[src/rtl/dp_ram_port_arbiter.sv]
// Round-robin arbiter and sequencer for port A of the dual-port block RAM.
// Shares the single RAM port between NUM_REQ requesters with valid/ready
// handshakes. Supports locked bursts capped at MAX_BURST beats. Read data
// returns tagged with the requester ID, aligned to the RAM's 2-stage read latency.
module dp_ram_port_arbiter #(
    parameter int NUM_REQ    = 4,
    parameter int NUM_COL    = 4,
    parameter int COL_WIDTH  = 8,
    parameter int ADDR_WIDTH = 10,
    parameter int DATA_WIDTH = NUM_COL * COL_WIDTH,
    parameter int ID_WIDTH   = (NUM_REQ > 1) ? $clog2(NUM_REQ) : 1,
    parameter int MAX_BURST  = 16
) (
    input  logic                            clk,
    input  logic                            reset_n,
    input  logic [NUM_REQ-1:0]              req_valid,
    output logic [NUM_REQ-1:0]              req_ready,
    input  logic [NUM_REQ-1:0]              req_lock,
    input  logic [NUM_REQ*NUM_COL-1:0]      req_we,
    input  logic [NUM_REQ*ADDR_WIDTH-1:0]   req_addr,
    input  logic [NUM_REQ*DATA_WIDTH-1:0]   req_wdata,
    output logic                            ram_en,
    output logic                            ram_reset,
    output logic [NUM_COL-1:0]              ram_wr_en,
    output logic [ADDR_WIDTH-1:0]           ram_addr,
    output logic [DATA_WIDTH-1:0]           ram_din,
    input  logic [DATA_WIDTH-1:0]           ram_dout,
    output logic                            rsp_valid,
    output logic [ID_WIDTH-1:0]             rsp_id,
    output logic [DATA_WIDTH-1:0]           rsp_rdata
);

    localparam int CNT_WIDTH = $clog2(MAX_BURST + 1);

    // state  | meaning
    // IDLE   | round-robin search from ptr over all requesters
    // LOCKED | only the owner may be granted; burst_cnt beats taken so far
    typedef enum logic {IDLE, LOCKED} state_t;

    state_t                 state, state_nxt;
    logic [ID_WIDTH-1:0]    ptr, ptr_nxt;
    logic [ID_WIDTH-1:0]    owner, owner_nxt;
    logic [CNT_WIDTH-1:0]   burst_cnt, burst_cnt_nxt;
    logic [ID_WIDTH-1:0]    grant_idx;
    logic                   found;
    int                     idx;
    logic [ID_WIDTH-1:0]    idx_w;
    logic                   accept;
    logic                   sel_lock;
    logic [NUM_COL-1:0]     sel_we;
    logic                   is_read;
    logic [2:0]             rd_vld;
    logic [2:0][ID_WIDTH-1:0] rd_id;

    function automatic logic [ID_WIDTH-1:0] wrap_inc(input logic [ID_WIDTH-1:0] i);
        return (int'(i) == NUM_REQ - 1) ? '0 : i + 1'b1;
    endfunction

    // The RAM pipeline must always advance so ram_reset can flush dout_a.
    assign ram_en    = 1'b1;
    assign rsp_rdata = ram_dout;
    assign rsp_valid = rd_vld[2];
    assign rsp_id    = rd_id[2];

    assign accept   = |(req_valid & req_ready);
    assign sel_lock = req_lock[grant_idx];
    assign sel_we   = req_we[grant_idx*NUM_COL +: NUM_COL];
    assign is_read  = accept && (sel_we == '0);

    // Grant selection; ram_reset doubles as the registered in-reset flag so
    // the first grant comes only after reset_n has been sampled high.
    always_comb begin
        req_ready = '0;
        grant_idx = '0;
        found     = 1'b0;
        idx       = 0;
        idx_w     = '0;
        if (!ram_reset) begin
            if (state == LOCKED) begin
                grant_idx        = owner;
                req_ready[owner] = req_valid[owner];
            end else begin
                for (int k = 0; k < NUM_REQ; k++) begin
                    idx = int'(ptr) + k;
                    if (idx >= NUM_REQ) idx = idx - NUM_REQ;
                    idx_w = ID_WIDTH'(idx);
                    if (!found && req_valid[idx_w]) begin
                        found            = 1'b1;
                        grant_idx        = idx_w;
                        req_ready[idx_w] = 1'b1;
                    end
                end
            end
        end
    end

    // Next-state, pointer and burst bookkeeping on accepted beats.
    always_comb begin
        state_nxt     = state;
        ptr_nxt       = ptr;
        owner_nxt     = owner;
        burst_cnt_nxt = burst_cnt;
        if (accept) begin
            case (state)
                IDLE: begin
                    ptr_nxt = wrap_inc(grant_idx);
                    if (sel_lock && (MAX_BURST > 1)) begin
                        state_nxt     = LOCKED;
                        owner_nxt     = grant_idx;
                        burst_cnt_nxt = CNT_WIDTH'(1);
                    end
                end
                LOCKED: begin
                    burst_cnt_nxt = burst_cnt + 1'b1;
                    if (!sel_lock || (burst_cnt_nxt == CNT_WIDTH'(MAX_BURST))) begin
                        state_nxt = IDLE;
                        ptr_nxt   = wrap_inc(owner);
                    end
                end
                default: state_nxt = IDLE;
            endcase
        end
    end

    // FSM state register.
    always_ff @(posedge clk) begin
        if (!reset_n) begin
            state     <= IDLE;
            ptr       <= '0;
            owner     <= '0;
            burst_cnt <= '0;
        end else begin
            state     <= state_nxt;
            ptr       <= ptr_nxt;
            owner     <= owner_nxt;
            burst_cnt <= burst_cnt_nxt;
        end
    end

    // RAM command registers; address and data hold when idle.
    always_ff @(posedge clk) begin
        ram_reset <= !reset_n;
        if (!reset_n) begin
            ram_wr_en <= '0;
            ram_addr  <= '0;
            ram_din   <= '0;
        end else if (accept) begin
            ram_wr_en <= sel_we;
            ram_addr  <= req_addr[grant_idx*ADDR_WIDTH +: ADDR_WIDTH];
            ram_din   <= req_wdata[grant_idx*DATA_WIDTH +: DATA_WIDTH];
        end else begin
            ram_wr_en <= '0;
        end
    end

    // Read tag pipeline matching the command register plus the RAM's two stages.
    always_ff @(posedge clk) begin
        if (!reset_n) begin
            rd_vld <= '0;
            rd_id  <= '0;
        end else begin
            rd_vld <= {rd_vld[1:0], is_read};
            rd_id  <= {rd_id[1:0], grant_idx};
        end
    end

endmodule

[config.mk]
export PLATFORM = sky130hd
export DESIGN_NAME = dp_ram_port_arbiter
export DESIGN_NICKNAME = d
export VERILOG_FILES = /design/src/rtl/dp_ram_port_arbiter.sv
export SDC_FILE = /design/constraint.sdc
export NUM_CORES = 1
export LEC_CHECK = 0
export ABC_CLOCK_PERIOD_IN_PS = 5000
export CAP_MARGIN = 15
export CORE_AREA = 2 2 123 125
export DETAILED_ROUTE_END_ITERATION = 6
export DIE_AREA = 0 0 125 127
export PLACE_DENSITY = 0.8
export SYNTH_ARGS = -nofsm -noshare
export SYNTH_HDL_FRONTEND = slang
export SYNTH_SLANG_ARGS = --single-unit
[constraint.sdc]
create_clock -name clk -period 5 [get_ports clk]
set_clock_uncertainty 0.15 [all_clocks]
set_input_delay 0.75 -clock clk [delete_from_list [all_inputs] [get_ports clk]]
set_output_delay 0.75 -clock clk [all_outputs]
set_load 0.1 [all_outputs]
==> qor.yml <==
hold_path.class: "reg2reg"
synth_nets: 798
layout-drive-gt1-share_pct: 12.6
setup_tns_ns: 0
finalHoldViolCount: 0
critPathLaunchType: "primary input"
chipHeight_um: 127
die_w_um: 125
post-route-period-util_pct: 82.6
grt_setup_unrepaired: "false"
p_int_uw: 2280
grt_usage_pct: 21.4
cts.sinks: 66
antenna_found_initial: 1
nets: 989
crit_required_ns: 4.10
yosysSeqAreaShare_pct: 26.0
grt_max_degree: 49
htreeDepth: 3
grt_overflow_total: 0
clock_latency_ns: 0.33
async_flop_share_pct: 0
synth-edff-count: 0
slew_headroom_pct: 26.8
crit_type: "in2out"
dp.cells: 922
netlist_instances: 558
synth.avg_cell_area_um2: 9.10
syn_to_final_growth_pct: 52.3
p_leak_uw: 0.00284
yosys_warnings: 0
routedWlPerCell_um: 18.9
max_freq_ghz: 0.242
remaining_drc_errors: 0
core_area_um2: 14400
clock_path_buffers: 2
status: "finished clean"
totalWireLength_mm: 17.7
numCtsBuffers: 9
design_area_um2: 7740
via_per_inst: 5.32
io_buffers: 247
fin_crit_ns: 4.13
hpwl_mm: 13.7
io_pins: 313
cts_setup_buffers: 0
grt_pass1_wl_mm: 26.6
cts_hold_buf: 0
cts_tree: "done"
end_kind: "output port"
cts.clk_slew.worst_paths_ns: 0.05
diodes: 0
start_util_pct: 35.2
swShare_pct: 53.8
power_density_nw_per_um2: 638
synth-seq-cells: 66
grt_pass1_vias: 4843
finalSetupViolCount: 0
synthFlopType: "dfxtp_1"
arrival_ns: 3.23
cts_root_buf: "clkbuf_16"
power.total_uw: 4930
p_comb_share_pct: 69.7
final_cells: 938
peakVddDrop_v: 0.000401
synth_area_um2: 5080
dr.pass1.iters: 5
rows: 44
power_frac_seq_pct: 16.5
drtIter0Drc: 300
worst_slew_pin_slew_ns: 1.09
routabilityCongestion: 0.899
p_clk_share_pct: 13.8
maxCapViolCount: 0
final_max_slew_viol_count: 0
place_area_um2: 7420
ant_nets: 0
die_area_um2: 15900
ys_types: 57
critPathMaxFanout: 14
p_sw_uw: 2650
vias: 4990
cts_resized: 0
## placed cells by master (no fill, tap or decap), types with 11 or more instances in the layout
cell type	synthesis	routed
mux2i_1	97	97
nand2_1	60	59
a21oi_1	12	12
buf_4	38	11
ha_1	14	14
dfxtp_1	66	66
clkdlybuf4s50_1	0	242
mux2_2	46	46
o22ai_1	45	45
nor2_1	13	13
## final timing paths
kind / startpoint / endpoint / slack (ns) / cells past startpoint
setup / recovery: req_valid[0] / req_ready[0] / 0.87 / 6
hold reg to reg: rd_vld[0] / rd_vld[1] / 0.28 / 1
hold / removal: rd_vld[0] / rd_vld[1] / 0.28 / 1
setup reg to reg: ptr[1] / owner[0] / 1.11 / 11
## worst max-delay path, cell delays in order
cell and delay, ns:
clkdlybuf4s50_1 0.64, mux4_2 0.68, nor4b_4 0.53, nand2_1 0.11, a2bb2oi_1 0.19, buf_4 0.32
## flip-flops by register name, indices dropped and copies added, names as in the netlist
signal     flops
rd_vld         3
state          1
owner          2
ram_reset      1
burst_cnt      5
ptr            2
ram_wr_en      4
ram_din       32
rd_id          4
ram_addr      10
rsp_id         2
## power groups by stage
stage | Clock [uW] | Combinational (uW) | Sequential, uW
finish | 680 | 3440 | 816
CTS | 702 | 3450 | 817
detailed placement | 0 | 3430 | 822
global route | 721 | 3600 | 840
floorplan | 0 | 1550 | 1990
global placement | 0 | 3420 | 824
## cells in the mapped netlist (all sizes together) (3+ instances only)
| cell | n | area, um^2 |
|---|---|---|
| a211o | 4 | 35.0 |
| mux2 | 47 | 533 |
| nor3 | 6 | 30.0 |
| mux4 | 4 | 90.1 |
| inv | 9 | 33.8 |
| mux2i | 97 | 971 |
| nor2b | 10 | 62.6 |
| clkbuf | 23 | 86.3 |
| nor2 | 13 | 48.8 |
| a31oi | 4 | 40.0 |
| nand3b | 5 | 37.5 |
| a32oi | 3 | 26.3 |
| nand2b | 3 | 18.8 |
| o211a | 8 | 80.1 |
| ha | 14 | 175 |
| dfxtp | 66 | 1320 |
| o21ai | 5 | 25.0 |
| o22ai | 45 | 282 |
| nand3 | 6 | 30.0 |
| o211ai | 3 | 22.5 |
| nand2 | 60 | 225 |
| a211oi | 11 | 87.6 |
| buf | 54 | 404 |
| or2 | 3 | 18.8 |
| and2 | 10 | 62.6 |
| a21oi | 12 | 60.1 |
## cell type report
type | instances | area (um^2)
Clock inverter | 5 | 77.6
Sequential cell | 66 | 1320
Timing Repair Buffer | 257 | 2570
Tap cell | 184 | 230
Inverter | 10 | 37.5
Fill cell | 1348 | 6690
Multi-Input combinational cell | 405 | 3260
Clock buffer | 11 | 243
## layer usage
metal  track usage [%]  vias to the layer above  share of wire (%)
met1              24.9                     2332                 39
met2              36.5                      234                 50
met5                 0                        -              0.073
met4              6.08                        2                2.1
met3              8.67                       25                8.8
li1                  -                     2397                  -
## through the flow
step | worst slack, ns | util [%] | hold WS, ns
final | 0.871 | 53.7 | 0.276
after global routing | 0.683 | 53.7 | 0.289
after CTS | 0.889 | 53.7 | 0.277
after detailed placement | 0.534 | 51.4 | 0.267
after global placement | 0.598 | 51.4 | 0.264
after floorplan | 0.460 | - | 0.262
## cell families after synthesis
logic type	synth area share, %
compound gates	16.0
fa+ha+maj	3.45
buf+inv	10.4
flops	26.0
mux	31.4
other cells	0.0738
simple gates	12.7
Power figures use the tool's default switching activity.
